==> config.mk <==
export PLATFORM = sky130hd
export DESIGN_NAME = stoplight_ctrl_flat
export DESIGN_NICKNAME = d
export VERILOG_FILES = /design/src/rtl/stoplight_if.sv /design/src/rtl/stoplight_ctrl.sv /design/src/flat_wrapper.sv
export SDC_FILE = /design/constraint.sdc
export NUM_CORES = 1
export LEC_CHECK = 0
export ABC_AREA = 1
export CAP_MARGIN = 5
export CORE_AREA = 2 2 48 50
export CTS_CLUSTER_SIZE = 8
export DETAILED_ROUTE_END_ITERATION = 8
export DIE_AREA = 0 0 50 52
export PLACE_DENSITY_LB_ADDON = 0.05
export SYNTH_ARGS = -nofsm -noshare
export SYNTH_HDL_FRONTEND = slang
export SYNTH_SLANG_ARGS = --single-unit
==> constraint.sdc <==
create_clock -name clk -period 3.65 [get_ports clk]
set_input_delay 0.365 -clock clk [delete_from_list [all_inputs] [get_ports clk]]
set_output_delay 0.365 -clock clk [all_outputs]
set_load 0.05 [all_outputs]
==> src/rtl/stoplight_if.sv <==
// Signal bundle between the stoplight controller and its environment.
interface stoplight_if;
  logic       car_present;
  logic       ped_req;
  logic [2:0] light_main;
  logic [2:0] light_side;
  logic       walk;
  logic [2:0] phase;

  // Environment side: drives the sensors and watches the lamps.
  modport master (
    output car_present, ped_req,
    input  light_main, light_side, walk, phase
  );

  // Controller side: reads the sensors and drives the lamps.
  modport slave (
    input  car_present, ped_req,
    output light_main, light_side, walk, phase
  );
endinterface

==> src/rtl/stoplight_ctrl.sv <==
// Two-road traffic-light controller. Main road rests on green and the side
// road is served on demand. A pedestrian request is latched and gives a timed
// walk at the start of the next side green.
module stoplight_ctrl #(
  parameter int unsigned CNT_W         = 8,
  parameter int unsigned MIN_MAIN_GRN  = 4,
  parameter int unsigned YLW_TICKS     = 1,
  parameter int unsigned ALL_RED_TICKS = 1,
  parameter int unsigned SIDE_MIN_GRN  = 2,
  parameter int unsigned SIDE_MAX_GRN  = 4,
  parameter int unsigned WALK_TICKS    = 3
) (
  input  logic  clk,
  input  logic  rst,
  stoplight_if.slave bus
);

  typedef enum logic [2:0] {
    MAIN_GRN  = 3'd0,
    MAIN_YLW  = 3'd1,
    ALL_RED_A = 3'd2,
    SIDE_GRN  = 3'd3,
    SIDE_YLW  = 3'd4,
    ALL_RED_B = 3'd5
  } state_e;

  localparam logic [2:0] LT_GRN = 3'b100;
  localparam logic [2:0] LT_YLW = 3'b010;
  localparam logic [2:0] LT_RED = 3'b001;

  // The all-red limit is unused when the all-red phases are removed; keep it
  // nonzero so the comparison is never trivially true.
  localparam int unsigned AR_TICKS = (ALL_RED_TICKS == 0) ? 1 : ALL_RED_TICKS;

  localparam logic [CNT_W-1:0] MIN_MAIN_LIM = CNT_W'(MIN_MAIN_GRN);
  localparam logic [CNT_W-1:0] YLW_LIM      = CNT_W'(YLW_TICKS);
  localparam logic [CNT_W-1:0] AR_LIM       = CNT_W'(AR_TICKS);
  localparam logic [CNT_W-1:0] SIDE_MIN_LIM = CNT_W'(SIDE_MIN_GRN);
  localparam logic [CNT_W-1:0] SIDE_MAX_LIM = CNT_W'(SIDE_MAX_GRN);
  localparam logic [CNT_W-1:0] WALK_LIM     = CNT_W'(WALK_TICKS);
  localparam logic [CNT_W-1:0] H_MAX        = '1;

  state_e           state_q, state_d;
  logic [CNT_W-1:0] h_q, h_d;
  logic             ped_pending_q, ped_pending_d;
  logic             serving_q, serving_d;
  logic [2:0]       light_main_q, light_main_d;
  logic [2:0]       light_side_q, light_side_d;
  logic             walk_q, walk_d;
  logic             demand;
  logic             side_entry;
  logic             side_exit;

  // State, hold counter, pedestrian latch and registered lamp outputs.
  always_ff @(posedge clk or negedge rst) begin
    if (!rst) begin
      state_q       <= MAIN_GRN;
      h_q           <= CNT_W'(1);
      ped_pending_q <= 1'b0;
      serving_q     <= 1'b0;
      light_main_q  <= LT_GRN;
      light_side_q  <= LT_RED;
      walk_q        <= 1'b0;
    end else begin
      state_q       <= state_d;
      h_q           <= h_d;
      ped_pending_q <= ped_pending_d;
      serving_q     <= serving_d;
      light_main_q  <= light_main_d;
      light_side_q  <= light_side_d;
      walk_q        <= walk_d;
    end
  end

  // Phase sequencing, hold counter, pedestrian bookkeeping and lamp decode.
  always_comb begin
    state_d       = state_q;
    h_d           = h_q;
    ped_pending_d = ped_pending_q;
    serving_d     = serving_q;
    light_main_d  = LT_RED;
    light_side_d  = LT_RED;
    walk_d        = 1'b0;
    demand        = bus.car_present | ped_pending_q | bus.ped_req;
    side_entry    = 1'b0;
    side_exit     = 1'b0;

    case (state_q)
      MAIN_GRN: begin
        if (demand && (h_q >= MIN_MAIN_LIM)) state_d = MAIN_YLW;
      end
      MAIN_YLW: begin
        if (h_q >= YLW_LIM) state_d = (ALL_RED_TICKS == 0) ? SIDE_GRN : ALL_RED_A;
      end
      ALL_RED_A: begin
        if (h_q >= AR_LIM) state_d = SIDE_GRN;
      end
      SIDE_GRN: begin
        if ((h_q >= SIDE_MAX_LIM) ||
            ((h_q >= SIDE_MIN_LIM) && !bus.car_present &&
             (!serving_q || (h_q >= WALK_LIM))))
          state_d = SIDE_YLW;
      end
      SIDE_YLW: begin
        if (h_q >= YLW_LIM) state_d = (ALL_RED_TICKS == 0) ? MAIN_GRN : ALL_RED_B;
      end
      ALL_RED_B: begin
        if (h_q >= AR_LIM) state_d = MAIN_GRN;
      end
      default: state_d = MAIN_GRN;
    endcase

    // Hold counter restarts at 1 on every phase change and saturates.
    if (state_d != state_q) begin
      h_d = CNT_W'(1);
    end else if (h_q != H_MAX) begin
      h_d = h_q + CNT_W'(1);
    end

    // Pedestrian latch hands over to the serving flag as side green opens.
    side_entry = (state_d == SIDE_GRN) && (state_q != SIDE_GRN);
    side_exit  = (state_q == SIDE_GRN) && (state_d != SIDE_GRN);
    if (side_entry) begin
      serving_d     = ped_pending_q | bus.ped_req;
      ped_pending_d = 1'b0;
    end else begin
      ped_pending_d = ped_pending_q | bus.ped_req;
      if (side_exit) serving_d = 1'b0;
    end

    // Lamp decode from the phase being entered, so outputs are registered.
    case (state_d)
      MAIN_GRN: light_main_d = LT_GRN;
      MAIN_YLW: light_main_d = LT_YLW;
      SIDE_GRN: light_side_d = LT_GRN;
      SIDE_YLW: light_side_d = LT_YLW;
      default: begin
        light_main_d = LT_RED;
        light_side_d = LT_RED;
      end
    endcase
    walk_d = (state_d == SIDE_GRN) && serving_d && (h_d <= WALK_LIM);
  end

  assign bus.phase      = state_q;
  assign bus.light_main = light_main_q;
  assign bus.light_side = light_side_q;
  assign bus.walk       = walk_q;

endmodule

==> src/flat_wrapper.sv <==
// flat-port wrapper written by rule: the top's interface ports become plain ports
module stoplight_ctrl_flat 
#(
  parameter int unsigned CNT_W         = 8,
  parameter int unsigned MIN_MAIN_GRN  = 4,
  parameter int unsigned YLW_TICKS     = 1,
  parameter int unsigned ALL_RED_TICKS = 1,
  parameter int unsigned SIDE_MIN_GRN  = 2,
  parameter int unsigned SIDE_MAX_GRN  = 4,
  parameter int unsigned WALK_TICKS    = 3
)
  (clk, rst, bus_car_present, bus_ped_req, bus_light_main, bus_light_side, bus_walk, bus_phase);
  stoplight_if bus_i ();
  input  logic clk;
  input  logic rst;
  input wire logic [$bits(bus_i.car_present)-1:0] bus_car_present;
  input wire logic [$bits(bus_i.ped_req)-1:0] bus_ped_req;
  output wire logic [$bits(bus_i.light_main)-1:0] bus_light_main;
  output wire logic [$bits(bus_i.light_side)-1:0] bus_light_side;
  output wire logic [$bits(bus_i.walk)-1:0] bus_walk;
  output wire logic [$bits(bus_i.phase)-1:0] bus_phase;
  assign bus_i.car_present = bus_car_present;
  assign bus_i.ped_req = bus_ped_req;
  assign bus_light_main = bus_i.light_main;
  assign bus_light_side = bus_i.light_side;
  assign bus_walk = bus_i.walk;
  assign bus_phase = bus_i.phase;
  stoplight_ctrl #(.CNT_W(CNT_W), .MIN_MAIN_GRN(MIN_MAIN_GRN), .YLW_TICKS(YLW_TICKS), .ALL_RED_TICKS(ALL_RED_TICKS), .SIDE_MIN_GRN(SIDE_MIN_GRN), .SIDE_MAX_GRN(SIDE_MAX_GRN), .WALK_TICKS(WALK_TICKS)) u_core (.clk(clk), .rst(rst), .bus(bus_i));
endmodule
Word level (Yosys, flattened, before mapping). Index checks and enable logic that the tools add are counted.

Output and inout port bits: 10. Flip-flop bits (word level): 20.

Eq/ne operators: 12. Order comparisons: 5. Add/subtract/negate cells: 1. Mux-type cells: 14. Bitwise logic cells: 3. Reduce and logical (&&, ||, !) cells: 13.

Operators with widths (count): $mux W3 (6); $pmux W3 S6 (1); $ge A8 B2 Y1 const B (2); $mux W8 (2); $pmux W3 S2 (2); $eq A3 B2 Y1 const B (3); $eq A3 B3 Y1 const B (3); $add A8 B1 Y8 const B (1); $ge A8 B1 Y1 const B (1); $ge A8 B3 Y1 const B (1); $le A8 B2 Y1 const B (1); $ne A8 B8 Y1 const B (1); $logic_and A1 B1 Y1 (7); $eq A3 B1 Y1 const B (2); $logic_not A3 Y1 (2); $ne A3 B2 Y1 const B (2); $mux W1 (3); $ne A3 B3 Y1 (1); $or A1 B1 Y1 (3); $logic_not A1 Y1 (2); $logic_or A1 B1 Y1 (2).

Logic depth before layout (Yosys ltp).
Depth in word-level cells: 12. Gate-level depth with buffers: 12.

Worst setup path before layout. No wires, ideal clock.

Path type: reg-to-reg. Start: register u_core.state_q[0], in the netlist u_core.bus.phase[0]. End: register u_core.walk_q, in the netlist u_core.bus.walk. Required time: 3533 ps. Setup time: 117 ps. Stages on the path, launching flop included: 10. Path slack: 1930 ps. Period minus slack after synthesis: 1720 ps. Arrival: 1603 ps. Cell sequence: dfrtp_1 -> nand2_1 -> nor2_2 -> nand4_1 -> nand2_1 -> inv_1 -> nand2_1 -> nand4_1 -> nand2_1 -> nor2_1.

Longest elaborated chain between the ends: 8.

RTL lines: start: declaration (line stoplight_ctrl.sv:43) `state_e state_q, state_d;`; start signal: assignment (line stoplight_ctrl.sv:65) `state_q <= state_d;`; parallel branches: the longest is 7 deep, another holds $le A8 B2 Y1; $logic_and A1 B1 Y1 (*) (line stoplight_ctrl.sv:142) `walk_d = (state_d == SIDE_GRN) && serving_d && (h_d <= WALK_LIM);`; net u_core.walk_d (line stoplight_ctrl.sv:49) `logic walk_q, walk_d;`; end signal: assignment (line stoplight_ctrl.sv:71) `walk_q <= walk_d;`; end: declaration (line stoplight_ctrl.sv:49).

Mark *: on every way through the listed nets, which the timed path passes.

Final worst setup path.
Start: register u_core.state_q[2], in the netlist u_core.bus.phase[2]. End: output bus_phase[2].

RTL lines: end: declaration (line flat_wrapper.sv:21) `output wire logic [$bits(bus_i.phase)-1:0] bus_phase;`.

No word-level cell between the ends.

==> results.rst <==
.. list-table::
   :header-rows: 1

   * - Metric
     - Value
   * - Number of nets in the final layout
     - around 160
   * - Pin count of the biggest net entering global routing
     - 21
   * - Number of enable-type register cells in the synthesized netlist
     - 0
   * - Share of layout cells above drive strength 1
     - 0.1830
   * - Relative contribution of sequential cells to total power
     - 0.291
   * - Fill count
     - 163
   * - Async SR Flop Fraction
     - 1.000
   * - Cells along the critical path
     - clkdlybuf4s50_1
   * - Mean cell area of the mapped netlist
     - roughly 8.4 sq um
   * - Syn Nets
     - around 150
   * - Clock-pin transition on the worst setup and hold timing paths
     - ~0.12 ns
   * - Type of element capturing the critical path
     - output port
   * - Clock root buffer master
     - sky130_fd_sc_hd__clkbuf_4
   * - Via count
     - between 900 and 1000
   * - CP delay by family, top
     - buffers and inverters
   * - Count of buffers inserted at the top-level ports
     - 13
   * - Hold Fails Final Rpt
     - 0
   * - Count of different cell masters after synthesis
     - 28
   * - Setup Skew
     - around 0.0067 ns
   * - Yosys warns
     - 0
   * - Starting density of the core
     - 0.5466
   * - Kind of start point of the critical path
     - flip-flop
   * - Post-route cell area
     - about 1400 sq um
   * - All-layer global routing usage
     - 0.2015
   * - Maximum buffer depth of the clock tree
     - 2
   * - Worst-case vdd ir drop
     - 0.5272 mV
   * - TritonCTS clock tree
     - built
   * - Slew HR
     - 0.4118
   * - RSZ-0062 raised after global routing
     - no
   * - Flip-flop cell with the highest count after synthesis
     - sky130_fd_sc_hd__dfrtp_1
   * - Tightest hold margin
     - slightly above 0.5 ns
   * - Switching power share of the total
     - 0.4815
   * - Number of H-tree levels
     - 1
   * - Share of the cycle needed by the critical path after routing
     - 0.5687
   * - Number of global-route vias before repair
     - between 800 and 900
   * - Final setup viols
     - 0
   * - Highest achievable clock rate
     - a little under 0.5 GHz
   * - Wire length of the first global-routing pass
     - slightly below 4000 microns
   * - Number of placed I/O pins
     - 14
   * - Number of diodes added for antenna fixing
     - 0
   * - Die width
     - roughly 50 microns
   * - Biggest cell delay along the critical path
     - approximately 0.86 ns
   * - Total net switching power
     - 0.0005907 W
   * - Post-Synthesis Cells
     - ~140
   * - Clock buffers created by TritonCTS
     - 3
   * - Number of register bits inferred by synthesis
     - 20
   * - Reported leakage power
     - 0.6621 nW
   * - MaxCap Viol Count
     - 0
   * - Die ar.
     - roughly 2600 sq um
   * - Post-CTS Hold Buffers
     - 0
   * - Worst path bufs/invs
     - 1
   * - Final weighted congestion in routability-driven placement
     - between 0.9 and 1
   * - Highest-count cells in the layout ignoring fill and taps
     - 25 x sky130_fd_sc_hd__nand2_1, 20 x sky130_fd_sc_hd__inv_1, 17 x sky130_fd_sc_hd__dfrtp_1
   * - Data arrival time of the critical path
     - 1.71 ns
   * - Required time at the endpoint of the critical path
     - approximately 3.3 ns
   * - P&R area growth vs syn
     - 18.48%
   * - Clock share of power
     - 0.149
   * - Final Slew Violations
     - 0
   * - Combinational fraction of design power
     - 0.560
   * - Minimum period implied by the final worst setup slack
     - 2.076 ns
   * - Pre-antenna DRT Iters
     - 4
   * - Total overflow reported by the global router
     - 0
   * - Antenna-violating nets left
     - 0
   * - Violation count after the first detailed-route iteration
     - 12
   * - Average routed wire per standard cell
     - 12.33 microns
   * - Slew at the pin closest to its max-slew limit
     - between 0.8 and 0.9 ns
   * - Count of buffers added by post-CTS timing repair for setup
     - 0
   * - Remaining routing DRC violations
     - 0
   * - Int Power
     - roughly 0.00064 W
   * - Core Rows
     - 17
   * - Post-layout total power
     - approximately 0.0012 W
   * - Instance area after placement
     - approximately 1300 sq um
   * - Final-layout setup total negative slack
     - 0 ns
   * - Final routed wirelength across all metal layers
     - between 2000 and 2500 microns
   * - Insertion delay of the later-clocked pin in the worst-skew pair
     - around 0.30 ns
   * - Via density
     - between 5 and 6
   * - Die height
     - 52 microns
   * - CTS Sinks
     - 20
   * - CP max FO
     - 9
   * - Number of antenna violations at the first check in global routing
     - 0
   * - Slowest cell on crit path
     - sky130_fd_sc_hd__clkdlybuf4s50_1
   * - Post_cts resized
     - 0
   * - Area of the mapped netlist
     - around 1200 sq um
   * - Core area
     - approximately 2100 sq um
   * - Run status
     - finished clean
   * - Crit Path Class
     - reg -> out
   * - Final instance count without filler cells
     - about 180
   * - Min-delay worst type
     - reg -> reg
   * - Power density relative to cell area
     - 899.5 nW/um^2
   * - Most common cell after layout, fill and taps aside
     - sky130_fd_sc_hd__nand2_1
   * - Number of cells after detailed placement
     - 177
   * - Share of synthesized area occupied by flip-flops and latches
     - 0.4380
   * - Half-perimeter wire length after placement
     - 1750 microns
==> synth_stat cells, types with 2 or more instances <==
cell / n / area [sq um]
sky130_fd_sc_hd__a21oi_1: 2 / 10.01
sky130_fd_sc_hd__dfrtp_1: 17 / 425.4
sky130_fd_sc_hd__dfstp_2: 3 / 78.83
sky130_fd_sc_hd__ha_1: 4 / 50.05
sky130_fd_sc_hd__inv_1: 20 / 75.07
sky130_fd_sc_hd__inv_2: 2 / 7.510
sky130_fd_sc_hd__nand2_1: 25 / 93.84
sky130_fd_sc_hd__nand2_2: 6 / 37.54
sky130_fd_sc_hd__nand3_1: 13 / 65.06
sky130_fd_sc_hd__nand4_1: 4 / 25.02
sky130_fd_sc_hd__nor2_1: 14 / 52.55
sky130_fd_sc_hd__nor2_2: 5 / 31.28
sky130_fd_sc_hd__nor3_1: 4 / 20.02
sky130_fd_sc_hd__o21ai_0: 2 / 10.01
sky130_fd_sc_hd__xor2_1: 3 / 26.28
==> final cells by class <==
class | instances | area [sq um] | share of cell area
Clock buffer | 3 | 22.52 | 0.01651
Timing Repair Buffer | 13 | 130.1 | 0.09541
Clock inverter | 1 | 30.03 | 0.02202
Inverter | 22 | 82.58 | 0.06055
Sequential cell | 20 | 504.2 | 0.3697
Multi-Input combinational cell | 94 | 559.3 | 0.4101
Tap cell | 28 | 35.03 | 0.02569
==> power by group through the flow <==
stage | registers [W] | clock network, W | logic (W)
5_1_grt | 0.000368 | 0.000195 | 0.000759
6_report | 0.000357 | 0.000183 | 0.000687
3_3_place_gp | 0.000361 | 0 | 0.000681
2_1_floorplan | 0.000499 | 0 | 0.000372
3_5_place_dp | 0.000363 | 0 | 0.000690
4_1_cts | 0.000358 | 0.000187 | 0.000694
==> through the flow <==
step / setup slack [ns] / util
detailed placement: 1.877 / 0.6227
finish: 1.574 / 0.6477
floorplan: 1.930 / -
CTS: 1.567 / 0.6477
global route: 1.529 / 0.6477
global placement: 1.907 / 0.6227
==> logic make-up after synthesis <==
| kind of cell | synth area share |
|---|---|
| AND/OR/NAND/NOR | 0.3554 |
| adder cells (fa/ha/maj) | 0.04348 |
| flip-flops | 0.4380 |
| buffers and inverters | 0.07608 |
| XOR/XNOR | 0.02283 |
| AO/OA/AOI/OAI | 0.06414 |
==> state kept, by name (all words and copies together) (netlist names) <==
name and flops:
u_core.bus.light_main 3, u_core.bus.light_side 3, u_core.bus.phase 3, u_core.bus.walk 1
u_core.h_q 8, u_core.ped_pending_q 1, u_core.serving_q 1
==> worst paths after layout <==
path | to | start | cells past startpoint | slack (ns)
worst min register to register | u_core.ped_pending_q | u_core.ped_pending_q | 2 | 0.52
worst max register to register | u_core.h_q[5] | u_core.h_q[1] | 10 | 1.87
worst max-delay path | bus_phase[2] | u_core.bus.phase[2] | 1 | 1.57
worst min-delay path | u_core.ped_pending_q | u_core.ped_pending_q | 2 | 0.52
max in group asynchronous | u_core.bus.light_side[2] | rst | 1 | 2.56
min in group asynchronous | u_core.bus.phase[1] | rst | 1 | 0.54
==> layer usage <==
layer / track usage / up-vias / routed length, microns
met4: 0.06944 / 0 / 33
met5: 0 / - / 0
met1: 0.2458 / 437 / 940
met2: 0.3640 / 22 / 1180
met3: 0.02586 / 6 / 78
li1: - / 469 / -
(Power assumes the default switching activity.)
